<file path="config.mk">
export PLATFORM = sky130hd
export DESIGN_NAME = led_ctrl
export DESIGN_NICKNAME = d
export VERILOG_FILES = /design/src/rtl/led_ctrl.sv
export SDC_FILE = /design/constraint.sdc
export NUM_CORES = 1
export LEC_CHECK = 0
export CORE_MARGIN = 4
export CORE_UTILIZATION = 63
export CTS_BUF_LIST = sky130_fd_sc_hd__clkbuf_4 sky130_fd_sc_hd__clkbuf_8
export CTS_CLUSTER_DIAMETER = 60
export DETAILED_ROUTE_END_ITERATION = 10
export DONT_BUFFER_PORTS = 1
export GPL_TIMING_DRIVEN = 1
export PLACE_DENSITY = 0.79
export SLEW_MARGIN = 40
export SYNTH_ARGS = -nofsm -noshare
export SYNTH_HDL_FRONTEND = slang
export SYNTH_SLANG_ARGS = --single-unit
</file>
<file path="constraint.sdc">
create_clock -name clk -period 2.8 [get_ports clk]
set_input_delay 0.42 -clock clk [delete_from_list [all_inputs] [get_ports clk]]
set_output_delay 0.42 -clock clk [all_outputs]
set_load 0.03 [all_outputs]
</file>
<file path="src/rtl/led_ctrl.sv">
// led_ctrl: CPU-configured LED driver with off/on/blink/PWM modes.
// Every config load restarts the selected mode from a clean count.
module led_ctrl #(
    parameter int TICK_DIV = 25000
) (
    input  logic        clk,
    input  logic        reset,
    input  logic        load,
    input  logic [15:0] in,
    output logic [15:0] out,
    output logic        led
);
    typedef enum logic [2:0] {S_OFF, S_ON, S_BLINK_HI, S_BLINK_LO, S_PWM} state_t;
    state_t      state;
    logic [15:0] cfg;
    logic [15:0] presc;
    logic [7:0]  half;
    logic [7:0]  eff_period;
    logic [5:0]  pwm_cnt;
    logic [5:0]  duty;
    logic        tick;
    logic        blink;
    assign out        = cfg;
    assign duty       = cfg[7:2];
    assign eff_period = cfg[15:8] == 8'd0 ? 8'd1 : cfg[15:8];
    assign tick       = presc == 16'(TICK_DIV - 1);
    assign blink      = state == S_BLINK_HI || state == S_BLINK_LO;
    assign led        = state == S_ON || state == S_BLINK_HI || (state == S_PWM && pwm_cnt < duty);
    always_ff @(posedge clk) begin
        if (reset) begin
            cfg     <= 16'h0000;
            state   <= S_OFF;
            presc   <= 16'd0;
            half    <= 8'd0;
            pwm_cnt <= 6'd0;
        end else if (load) begin
            cfg     <= in;
            state   <= in[1:0] == 2'b00 ? S_OFF :
                       in[1:0] == 2'b01 ? S_ON  :
                       in[1:0] == 2'b10 ? S_BLINK_HI : S_PWM;
            presc   <= 16'd0;
            half    <= 8'd0;
            pwm_cnt <= 6'd0;
        end else begin
            presc   <= blink ? (tick ? 16'd0 : presc + 16'd1) : 16'd0;
            pwm_cnt <= state == S_PWM ? pwm_cnt + 6'd1 : 6'd0;
            // half-period counter advances once per tick, only while blinking
            if (blink && tick) begin
                if (half == eff_period - 8'd1) begin
                    half  <= 8'd0;
                    state <= state == S_BLINK_HI ? S_BLINK_LO : S_BLINK_HI;
                end else begin
                    half <= half + 8'd1;
                end
            end else if (!blink) begin
                half <= 8'd0;
            end
        end
    end
endmodule

</file>
==> out/qor.txt <==
===============================================================================================
Total Routing Usage GR ...........................................................        20.2%
Chip width .......................................................................      69.7 um
Vias after detailed routing ......................................................        1,892
Aggregate negative setup slack ...................................................         0 ns
Ordered list of cells on the worst path .......................................... nor4_2 > a21oi_1 > ha_1 > xnor2_1 > a221o_1 > nor4_2 > o2111ai_1 > buf_4 > nor3_4 > a211o_1
Global-route wire length before repair ...........................................      8.09 mm
Multi-input logic area ...........................................................     1360 um2
Count of pins over their slew limit ..............................................            0
Leading cell type in the layout, fill and taps excluded .......................... sky130_fd_sc_hd__nor2_1
Root cell of the clock tree ...................................................... sky130_fd_sc_hd__clkbuf_8
Net load switching power .........................................................   0.000339 W
H-tree lvl count .................................................................            2
Worst Setup Path Type ............................................................      reg2reg
Portion of total power attributed to sequential cells ............................        55.9%
Initial DRC count ................................................................           62
Unrepaired setup endpoints after global routing ..................................           no
Post-Syn Area ....................................................................     2400 um2
Antenna cells ....................................................................            0
Post-Layout Cell Count ...........................................................          330
Cells after synthesis ............................................................          270
Post-synthesis async set-or-reset flop share .....................................           0%
Syn_area_per_cell ................................................................     8.87 um2
Hold buffer count at cts .........................................................            0
Max Fclk .........................................................................      388 MHz
Syn. warnings ....................................................................            0
Result of the run ................................................................ finished, final reports clean
Net count after synthesis ........................................................          298
Routed via count divided by cell count ...........................................         5.73
Maximum number of pins on one net before global-route repair .....................           23
Starting density of the core .....................................................        65.4%
Insertion delay of the later-clocked pin in the worst-skew pair ..................      0.30 ns
Signed area change from the synthesized netlist to the final layout ..............        9.45%
Delay of the slowest critical-path stage .........................................      0.33 ns
Std-Cell Core Area ...............................................................     3660 um2
Crit path top cell by count ...................................................... sky130_fd_sc_hd__nor4_2
Full die area ....................................................................     4850 um2
Proportion of total power due to net switching ...................................        25.7%
Via count of the first global-routing pass .......................................        1,800
Io pins ..........................................................................           36
Most used cells in the layout excluding fill and tap cells ....................... 50 x sky130_fd_sc_hd__nor2_1, 49 x sky130_fd_sc_hd__dfxtp_1, 16 x sky130_fd_sc_hd__xor2_1, 16 x sky130_fd_sc_hd__mux2i_1
Flip-flop and latch area .........................................................      981 um2
Leakage power of the design ......................................................     0.994 nW
Cells taking the most area after synthesis ....................................... sky130_fd_sc_hd__dfxtp_1 41%, sky130_fd_sc_hd__nor2_1 7.8%, sky130_fd_sc_hd__mux2i_1 6.7%, sky130_fd_sc_hd__xor2_1 5.8%, sky130_fd_sc_hd__xnor2_1 4.8%
Critical Path End Type ...........................................................    flip-flop
Dpl hpwl .........................................................................      3.52 mm
Clk pwr share ....................................................................        32.6%
Routed WL per cell ...............................................................      14.9 um
Arrival time worst endpoint ......................................................      2.83 ns
Fin util .........................................................................        71.6%
Clk sinks ........................................................................           49
Fraction of layout cells with a size suffix above 1 ..............................        9.93%
FP Rows ..........................................................................           22
Setup-violating endpoint count in the final report ...............................            0
DRC viols ........................................................................            0
Clock input transition at the sequential cells of the worst setup and hold paths .      0.09 ns
Combinational Power Share ........................................................        11.5%
Skew final .......................................................................   0.00768 ns
Flop and latch count out of synthesis ............................................           49
Final hold viol count ............................................................            0
Cell area after placement ........................................................     2500 um2
Max-capacitance violation count ..................................................            0
Initial antenna violation count ..................................................            0
Most common flop cell mapped by yosys ............................................ sky130_fd_sc_hd__dfxtp_1
Final Wtd Congestion .............................................................        0.844
# fillers ........................................................................          293
TritonCTS clock tree .............................................................          yes
Slew of the pin with the lowest slew margin ......................................     0.734 ns
Data required, critical path .....................................................      3.05 ns
Count of cell types in the netlist ...............................................           43
Number of flops mapped to enable cells by yosys ..................................            0
Max Buffers Root-to-Sink .........................................................            2
Port Buffer Count ................................................................            0
Share of the clock period used by the worst path after layout ....................        92.1%
Internal portion of total power ..................................................   0.000979 W
Post-Route WL ....................................................................      4.92 mm
Sequential cell area fraction in the yosys report ................................        40.9%
Largest driver fanout on the critical path .......................................            7
Number of nets with antenna violations after detailed routing ....................            0
Total power divided by cell area .................................................   502 nW/um2
Placed Cells .....................................................................          321
Type of the tightest min-delay check .............................................       in2reg
Slowest-stage cell, CP ........................................................... sky130_fd_sc_hd__dfxtp_1
Post-Layout Inst Area ............................................................     2620 um2
Proportion of netlist area held by the largest area contributor ..................        40.9%
Nets@finish ......................................................................          309
Total grt overflow ...............................................................            0
Kind of start point of the critical path .........................................    flip-flop
Vertical extent of the die .......................................................      69.7 um
Peak VDD IR ......................................................................     0.351 mV
Max_slew headroom ................................................................        51.9%
Number of iterations in the first detailed-routing pass ..........................            4
Leading area contributor after synthesis ......................................... sky130_fd_sc_hd__dfxtp_1
Number of CTS-inserted buffers ...................................................            5
Period minus WS final ............................................................      2.58 ns
===============================================================================================
==> per-layer routing <==
metal	vias up	wire length [um]	GRT usage, %
met1	868	2120	24.8
met2	59	2400	31.8
li1	956	-	-
met5	-	0	0
met4	0	81	8.72
met3	9	324	7.39
==> cells in the mapped netlist (2+ instances only) <==
cell                        number
sky130_fd_sc_hd__and2_1          3
sky130_fd_sc_hd__o2111ai_1       2
sky130_fd_sc_hd__or4_1           2
sky130_fd_sc_hd__nand3b_1        2
sky130_fd_sc_hd__a31oi_1         2
sky130_fd_sc_hd__nor2_1         50
sky130_fd_sc_hd__or3_1           2
sky130_fd_sc_hd__mux2i_1        16
sky130_fd_sc_hd__nand2_1        14
sky130_fd_sc_hd__a21oi_1         7
sky130_fd_sc_hd__a21o_1          3
sky130_fd_sc_hd__inv_1          12
sky130_fd_sc_hd__o211ai_1        2
sky130_fd_sc_hd__xnor2_1        13
sky130_fd_sc_hd__and3_1          2
sky130_fd_sc_hd__ha_1            9
sky130_fd_sc_hd__nand3_1        14
sky130_fd_sc_hd__dfxtp_1        49
sky130_fd_sc_hd__and4_1          3
sky130_fd_sc_hd__buf_1           2
sky130_fd_sc_hd__nor3_1          9
sky130_fd_sc_hd__nor4_1          3
sky130_fd_sc_hd__nand2b_1        6
sky130_fd_sc_hd__a211o_1         2
sky130_fd_sc_hd__o21ai_0         3
sky130_fd_sc_hd__buf_2           3
sky130_fd_sc_hd__nand4_1         3
sky130_fd_sc_hd__xor2_1         16
sky130_fd_sc_hd__clkbuf_1        2
==> area by class of cell <==
cell class,instances,share of cell area [%]
clock buffer,6,3.15
clock inverter,2,0.525
inverter,12,1.72
multi-input combinational,202,51.8
sequential,49,37.4
tap,48,2.29
timing repair buffer,11,3.15
==> critical path: cells and delay by family (launching register included) <==
| family | cells | cell delay [ns] |
|---|---|---|
| compound gates | 4 | 0.77 |
| flops | 1 | 0.33 |
| fa+ha+maj | 1 | 0.32 |
| simple gates | 3 | 0.79 |
| buf+inv | 1 | 0.19 |
| xor+xnor | 1 | 0.13 |
==> sequential cells by signal, indices dropped and copies added (netlist names) <==
name	count
state	3
out	16
half	8
pwm_cnt	6
presc	16
==> metrics by stage <==
step / hold WS (ns) / worst slack (ns) / total power, W
after global placement: 0.429 / 0.247 / 0.000891
final: 0.177 / 0.222 / 0.00132
after floorplan: 0.418 / 0.0694 / 0.000869
after detailed placement: 0.435 / 0.178 / 0.000895
after global routing: 0.160 / 0.0670 / 0.00137
after CTS: 0.166 / 0.172 / 0.00132
==> power groups by stage <==
stage | clock, W | sequential [W] | combinational [W]
after floorplan | 0 | 0.000770 | 0.0000984
after global placement | 0 | 0.000751 | 0.000140
after detailed placement | 0 | 0.000751 | 0.000144
after CTS | 0.000441 | 0.000735 | 0.000144
after global routing | 0.000469 | 0.000739 | 0.000166
final | 0.000429 | 0.000736 | 0.000152
==> path summary, 6_finish.rpt <==
path              end  depth (start not counted)  slack [ns]     start
max reg2reg  state[0]                         10        0.22   out[14]
min reg2reg  presc[0]                          1        0.46  presc[0]
max          state[0]                         10        0.22   out[14]
min          state[1]                          1        0.18     reset
==> what timing repair did <==
action                     4_1_cts  5_1_grt
resized for setup                0        3
buffers inserted                 0        1
setup endpoints to repair        0        7
==> cell families (layout without fill, tap and decap cells) <==
kind of cell,after synthesis,in the layout,synth area share [%]
DFF,49,49,40.9
AOI/OAI and AO/OA,29,29,8.72
xor gates and xnor gates,29,29,10.6
buffers and inverters,19,31,3.13
and+or+nand+nor,119,119,25.2
muxes,16,16,6.68
adders and majority gates,9,9,4.70
Note: power is estimated with default switching activity, not from simulation.
==> patch 1: new RTL, same flow settings <==
Re-encode `state_t` (5 states) as one-hot, 5 bits wide.
--- a/src/rtl/led_ctrl.sv
+++ b/src/rtl/led_ctrl.sv
@@ -12,3 +12,3 @@
 );
-    typedef enum logic [2:0] {S_OFF, S_ON, S_BLINK_HI, S_BLINK_LO, S_PWM} state_t;
+    typedef enum logic [4:0] {S_OFF = 5'b00001, S_ON = 5'b00010, S_BLINK_HI = 5'b00100, S_BLINK_LO = 5'b01000, S_PWM = 5'b10000} state_t;
     state_t      state;
Function: no difference found for any inputs over 10 cycles, from zero or initial values and one cycle with reset high; not proved beyond that.
==> patch 1 against the original RTL <==
- synthesized area up 4.2%
- worst setup slack worse by 0.062 ns
- sequential power up 4.5%
- sequential cell count up 2
- cell count up 5.5%
- wire length down 4.6%
- total power up 3.9%
- synthesized cell count up 6.3%
- design area up 4.9%
- sequential share of layout area down 0.25 points
- critical endpoint is now state[2]
- highest routed layer unchanged
==> patch 1: results (changes against the original RTL) <==
Drt
  • DRT iter0 DRCs: 38 (was 62)
  • Metal2 WL: 2.17 mm (was 2.40 mm)
  • TritonRoute pass-1 iters: 4 (unchanged)
  • Top Layer Used: met4 (unchanged)
  • Wl on met1: 2.17 mm (was 2.12 mm)
  • Vias: 1985 (was 1892)
  • Drt total wl: 4.70 mm (was 4.92 mm)
  • Routed length on met3: 291 µm (was 324 µm)

Global route
  • M2 GR Usage: 30.5% (was 31.8%)
  • Met3 usage: 6.53% (was 7.39%)
  • Antenna violations before repair: 0 (unchanged)
  • Number of global-route vias before repair: 1800 (unchanged)
  • Global-route wire length before repair: 7.87 mm (was 8.09 mm)
  • Largest net degree at the start of global routing: 24 (was 23)
  • Global routing usage on met1: 24.3% (was 24.8%)
  • Overall routing resource usage: 19.0% (was 20.2%)

Synthesis
  • Mapped Nets: 315 (was 298)
  • Commonest cells post-synth: 51 x dfxtp_1, 45 x nor2_1, 21 x nand2_1 (was 50 x nor2_1, 49 x dfxtp_1, 16 x mux2i_1, 16 x xor2_1)
  • Synth area leaders: dfxtp_1 41%, nor2_1 6.8%, xnor2_1 6.0% (was dfxtp_1 41%, nor2_1 7.8%, mux2i_1 6.7%)
  • Sequential area share after synthesis: 40.9% (about the same)
  • Yosys cell types: 45 (was 43)

STA
  • Slew HR: 62.1% (was 51.9%)
  • Final Skew: 0.00303 ns (was 0.00768 ns)

Clock tree
  • Root Buffer: clkbuf_8 (unchanged)
  • CTS buffer count: 5 (unchanged)
  • Worst-path clk slew: around 0.080 ns

Setup path
  • CP Data Arrival Time: 2.87 ns (was 2.83 ns)
  • CP Max Fanout: 6 (was 7)
  • CP delay by family, top: simple AND/OR/NAND/NOR gates (unchanged)
  • Slowest cell on the critical path: or4_1 (was dfxtp_1)
  • RR Endpoint: state[2] (was state[0])
  • FF-to-FF setup slack: 0.16 ns (was 0.22 ns)
  • Reg2reg path depth: 8 (was 10)
  • Slowest stage delay, CP: 0.54 ns (was 0.33 ns)

Outcome
  • Status: completed (unchanged)

Worst hold path
  • Tightest Hold Check Type: in -> reg (unchanged)
  • Endpoint, Worst Hold: out[14] (was state[1])

Pwr
  • Internal power: 1.05 mW (was 0.979 mW)
  • Worst IR Drop VDD: 310 µV (was 351 µV)
  • P_comb: 0.147 mW (was 0.152 mW)
  • Sequential power: 0.769 mW (was 0.736 mW)
  • Leak pwr: 1.08 nW (was 0.994 nW)

Place
  • Dpl hpwl: 3.48 mm (was 3.52 mm)
  • RePlAce Congestion: 0.833 (was 0.844)
  • Area post-placement: 2620 µm² (was 2500 µm²)

Layout
  • Post-layout nets: 327 (was 309)
  • # fillers: 305 (was 293)
  • Share of layout cells above drive strength 1: 10.0% (was 9.93%)
  • Antenna diode count: 0 (unchanged)
==> patch 1: cell count changes in the layout (fill, tap and decap cells not counted), moves of 4 or more <==
cell / before / now
nand2b_1: 6 / 1
nand2_1: 14 / 21
and3_1: 2 / 7
nor3_1: 8 / 4
nor4_1: 1 / 6
nor2_1: 50 / 45
==> patch 1: through the flow <==
| step | setup WS (ns) | total power [mW] | hold WS, ns | std cells | util, % |
|---|---|---|---|---|---|
| after floorplan | 0.00526 | 0.896 | 0.425 | 287 | - |
| after global placement | 0.140 | 0.919 | 0.443 | 339 | 69.9 |
| after detailed placement | 0.0580 | 0.922 | 0.446 | 339 | 69.9 |
| after CTS | 0.0433 | 1.37 | 0.174 | 347 | 72.7 |
| after global routing | 0.0314 | 1.43 | 0.170 | 348 | 73.5 |
| final | 0.160 | 1.37 | 0.186 | 348 | 73.5 |
==> patch 1: layout make-up <==
| cell class | count | area share (%) |
|---|---|---|
| Sequential cell | 51 | 37.2 |
| Timing Repair Buffer | 13 | 3.55 |
| Clock buffer | 8 | 3.77 |
| Inverter | 12 | 1.64 |
| Multi-Input combinational cell | 216 | 51.7 |
| Tap cell | 48 | 2.18 |
==> patch 1: cells by family (layout without fill, tap and decap cells) <==
group / after synthesis / count (layout) / share of synthesized area, %
and+or+nand+nor: 123 / 123 / 24.6
muxes: 14 / 14 / 5.61
AOI/OAI and AO/OA: 39 / 39 / 10.5
buffers and inverters: 20 / 33 / 3.06
DFF: 51 / 51 / 40.9
xor gates and xnor gates: 31 / 31 / 10.9
adders and majority gates: 9 / 9 / 4.51
==> patch 1: repair_timing <==
item / 4_1_cts / 5_1_grt
setup buffers: 0 / 1
endpoints found under the setup margin: 0 / 5
hold buffers: 0 / 0
resized for setup: 0 / 5
==> patch 2: new RTL, same flow settings <==
Made on the original files. Set the parameter `TICK_DIV` to 12500 (it was 25000).
--- a/src/rtl/led_ctrl.sv
+++ b/src/rtl/led_ctrl.sv
@@ -3,3 +3,3 @@
 module led_ctrl #(
-    parameter int TICK_DIV = 25000
+    parameter int TICK_DIV = 12500
 ) (
Function: no difference found for any inputs over 10 cycles, from zero or initial values and one cycle with reset high; that may be too few to reach the edited logic, so the function may still have changed.
==> patch 2 against the original RTL <==
- via count increased by 5.2%
- wire length shrank 0.14%
- count of clock-buffer cells in the layout unchanged
- synthesized area increased by 3.4%
- worst setup slack better by 0.0033 ns
- sequential cell count unchanged
- design area rose by 2.1%
- register-to-register slack better by 0.09 ns
- total power down 0.30%
==> patch 2: results (changes against the original RTL) <==
Outcome
  • Status: completed (unchanged)

Layout
  • # fillers: 311 (was 293)
  • Post-layout nets: 328 (was 309)
  • Share of layout cells above drive strength 1: 11.3% (was 9.93%)
  • Antenna diode count: 0 (unchanged)

Drt
  • Metal2 WL: 2.35 mm (was 2.40 mm)
  • Routed WL per cell: 14.1 µm (was 14.9 µm)
  • Wl on met1: 2.22 mm (was 2.12 mm)
  • Vias: 1991 (was 1892)
  • TritonRoute pass-1 iters: 4 (unchanged)
  • Routed length on met3: 297 µm (was 324 µm)
  • DRT iter0 DRCs: 132 (was 62)
  • Via density per instance: 5.70 (was 5.73)

Setup path
  • CP Data Arrival Time: 2.15 ns (was 2.83 ns)
  • CP endpoint: led (was state[0])
  • FF-to-FF setup slack: 0.31 ns (was 0.22 ns)
  • CP Max Fanout: 2 (was 7)
  • Slowest cell on the critical path: dfxtp_1 (unchanged)
  • RR Endpoint: half[3] (was state[0])
  • Crit path launch: out[3] (was out[14])
  • CP delay by family, top: compound AO/OA/AOI/OAI gates (was simple AND/OR/NAND/NOR gates)
  • Reg2reg path depth: 10 (unchanged)
  • FF-to-FF Start: out[15] (was out[14])
  • Slowest stage delay, CP: 0.34 ns

Clock tree
  • CTS buffer count: 5 (unchanged)
  • Worst-path clk slew: 0.08 ns
  • Deepest clock path buffer count: 2 (unchanged)
  • Worst-skew pair later-pin latency: 0.30 ns (about the same)
  • Root Buffer: clkbuf_8 (unchanged)

Place
  • Port Buf Inserts: 0 (unchanged)
  • Dpl hpwl: 3.64 mm (was 3.52 mm)
  • RePlAce Congestion: 0.855 (was 0.844)
  • Dpl ws: 0.363 ns (was 0.178 ns)
  • Cells after DPL: 341 (was 321)

Global route
  • Largest net degree at the start of global routing: 25 (was 23)
  • Antenna violations before repair: 0 (unchanged)
  • Global-route wire length before repair: 8.55 mm (was 8.09 mm)
  • Overall routing resource usage: 20.5% (was 20.2%)

STA
  • Fin worst setup slack: 0.226 ns (was 0.222 ns)
  • Least-Margin Pin Slew: 0.456 ns (was 0.734 ns)
  • Final Skew: 0.00245 ns (was 0.00768 ns)

Synthesis
  • Asr flop ratio synth: 0% (unchanged)
  • Mapped Nets: 319 (was 298)
  • Commonest cells post-synth: 58 x nor2_1, 49 x dfxtp_1, 19 x nand3_1 (was 50 x nor2_1, 49 x dfxtp_1, 16 x mux2i_1, 16 x xor2_1)
  • Synth area leader: dfxtp_1 (unchanged)
  • Sequential area share after synthesis: 39.6% (was 40.9%)
  • Yosys cell types: 40 (was 43)
  • Synthesized netlist cell count: 291 (was 270)
  • Synth area leaders: dfxtp_1 40%, nor2_1 8.8%, mux2i_1 6.5% (was dfxtp_1 41%, nor2_1 7.8%, mux2i_1 6.7%)
  • Warnings, synthesis: 0 (unchanged)
  • Top_reg_cell synth: dfxtp_1 (unchanged)

Pwr
  • Switching pwr: 0.343 mW (was 0.339 mW)
  • Leak pwr: 1.02 nW (was 0.994 nW)
  • Worst IR Drop VDD: 346 µV (was 351 µV)
patch 2: cell count changes in the layout (fill, tap and decap cells not counted), sizes merged, moves of 3 or more:
| cell | before | now |
|---|---|---|
| o21ai | 3 | 15 |
| inv | 12 | 18 |
| nand3 | 14 | 19 |
| nor2 | 50 | 58 |
| nor3 | 10 | 7 |
| and4 | 3 | 0 |
patch 2: cells by family (layout without fill, tap and decap cells):
group                    after synthesis  count (layout)  synth area share (%)
AO/OA/AOI/OAI                         38              38                  10.5
XOR/XNOR                              28              28                  9.90
adder cells (fa/ha/maj)                9               9                  4.55
buffers and inverters                 29              39                  4.80
flip-flops                            49              49                  39.6
multiplexers                          16              16                  6.46
AND/OR/NAND/NOR                      122             122                  24.2
patch 2: worst min-delay path by stage:
stage | start | to | slack [ns] | depth (start not counted)
2_1_floorplan | pwm_cnt[0] | pwm_cnt[0] | 0.43 | 1
3_3_place_gp | pwm_cnt[0] | pwm_cnt[0] | 0.44 | 1
3_5_place_dp | presc[0] | presc[0] | 0.46 | 1
4_1_cts | reset | out[3] | 0.18 | 1
5_1_grt | reset | state[1] | 0.17 | 1
6_report | reset | state[1] | 0.18 | 1
patch 2: layer usage:
| metal | up-vias | GRT usage, % |
|---|---|---|
| li1 | 996 | - |
| met1 | 937 | 26.2 |
| met2 | 50 | 33.6 |
| met3 | 8 | 5.97 |
| met4 | 0 | 6.05 |
| met5 | - | 0 |
patch 2: timing repair:
| item | 4_1_cts | 5_1_grt |
|---|---|---|
| resized for setup | 0 | 1 |
| endpoints found under the setup margin | 0 | 1 |
| setup buffers | 0 | 0 |
patch 2: through the flow:
stage	util, %	cell area, µm²
CTS	71.3	2670
detailed placement	69.0	2580
finish	71.5	2680
floorplan	-	2480
global placement	69.0	2580
global route	71.5	2680
patch 2: cell type report:
class | count | share of cell area (%)
tap | 48 | 2.24
inverter | 18 | 2.52
multi-input combinational | 213 | 51.7
sequential | 49 | 36.6
clock buffer | 6 | 2.85
timing repair buffer | 13 | 3.64
clock inverter | 2 | 0.374
patch 2: power groups by stage:
stage	logic, mW	registers (mW)	clock network [mW]
2_1_floorplan	0.116	0.770	0
3_3_place_gp	0.160	0.749	0
3_5_place_dp	0.167	0.750	0
4_1_cts	0.168	0.733	0.417
5_1_grt	0.183	0.736	0.444
6_report	0.170	0.733	0.410
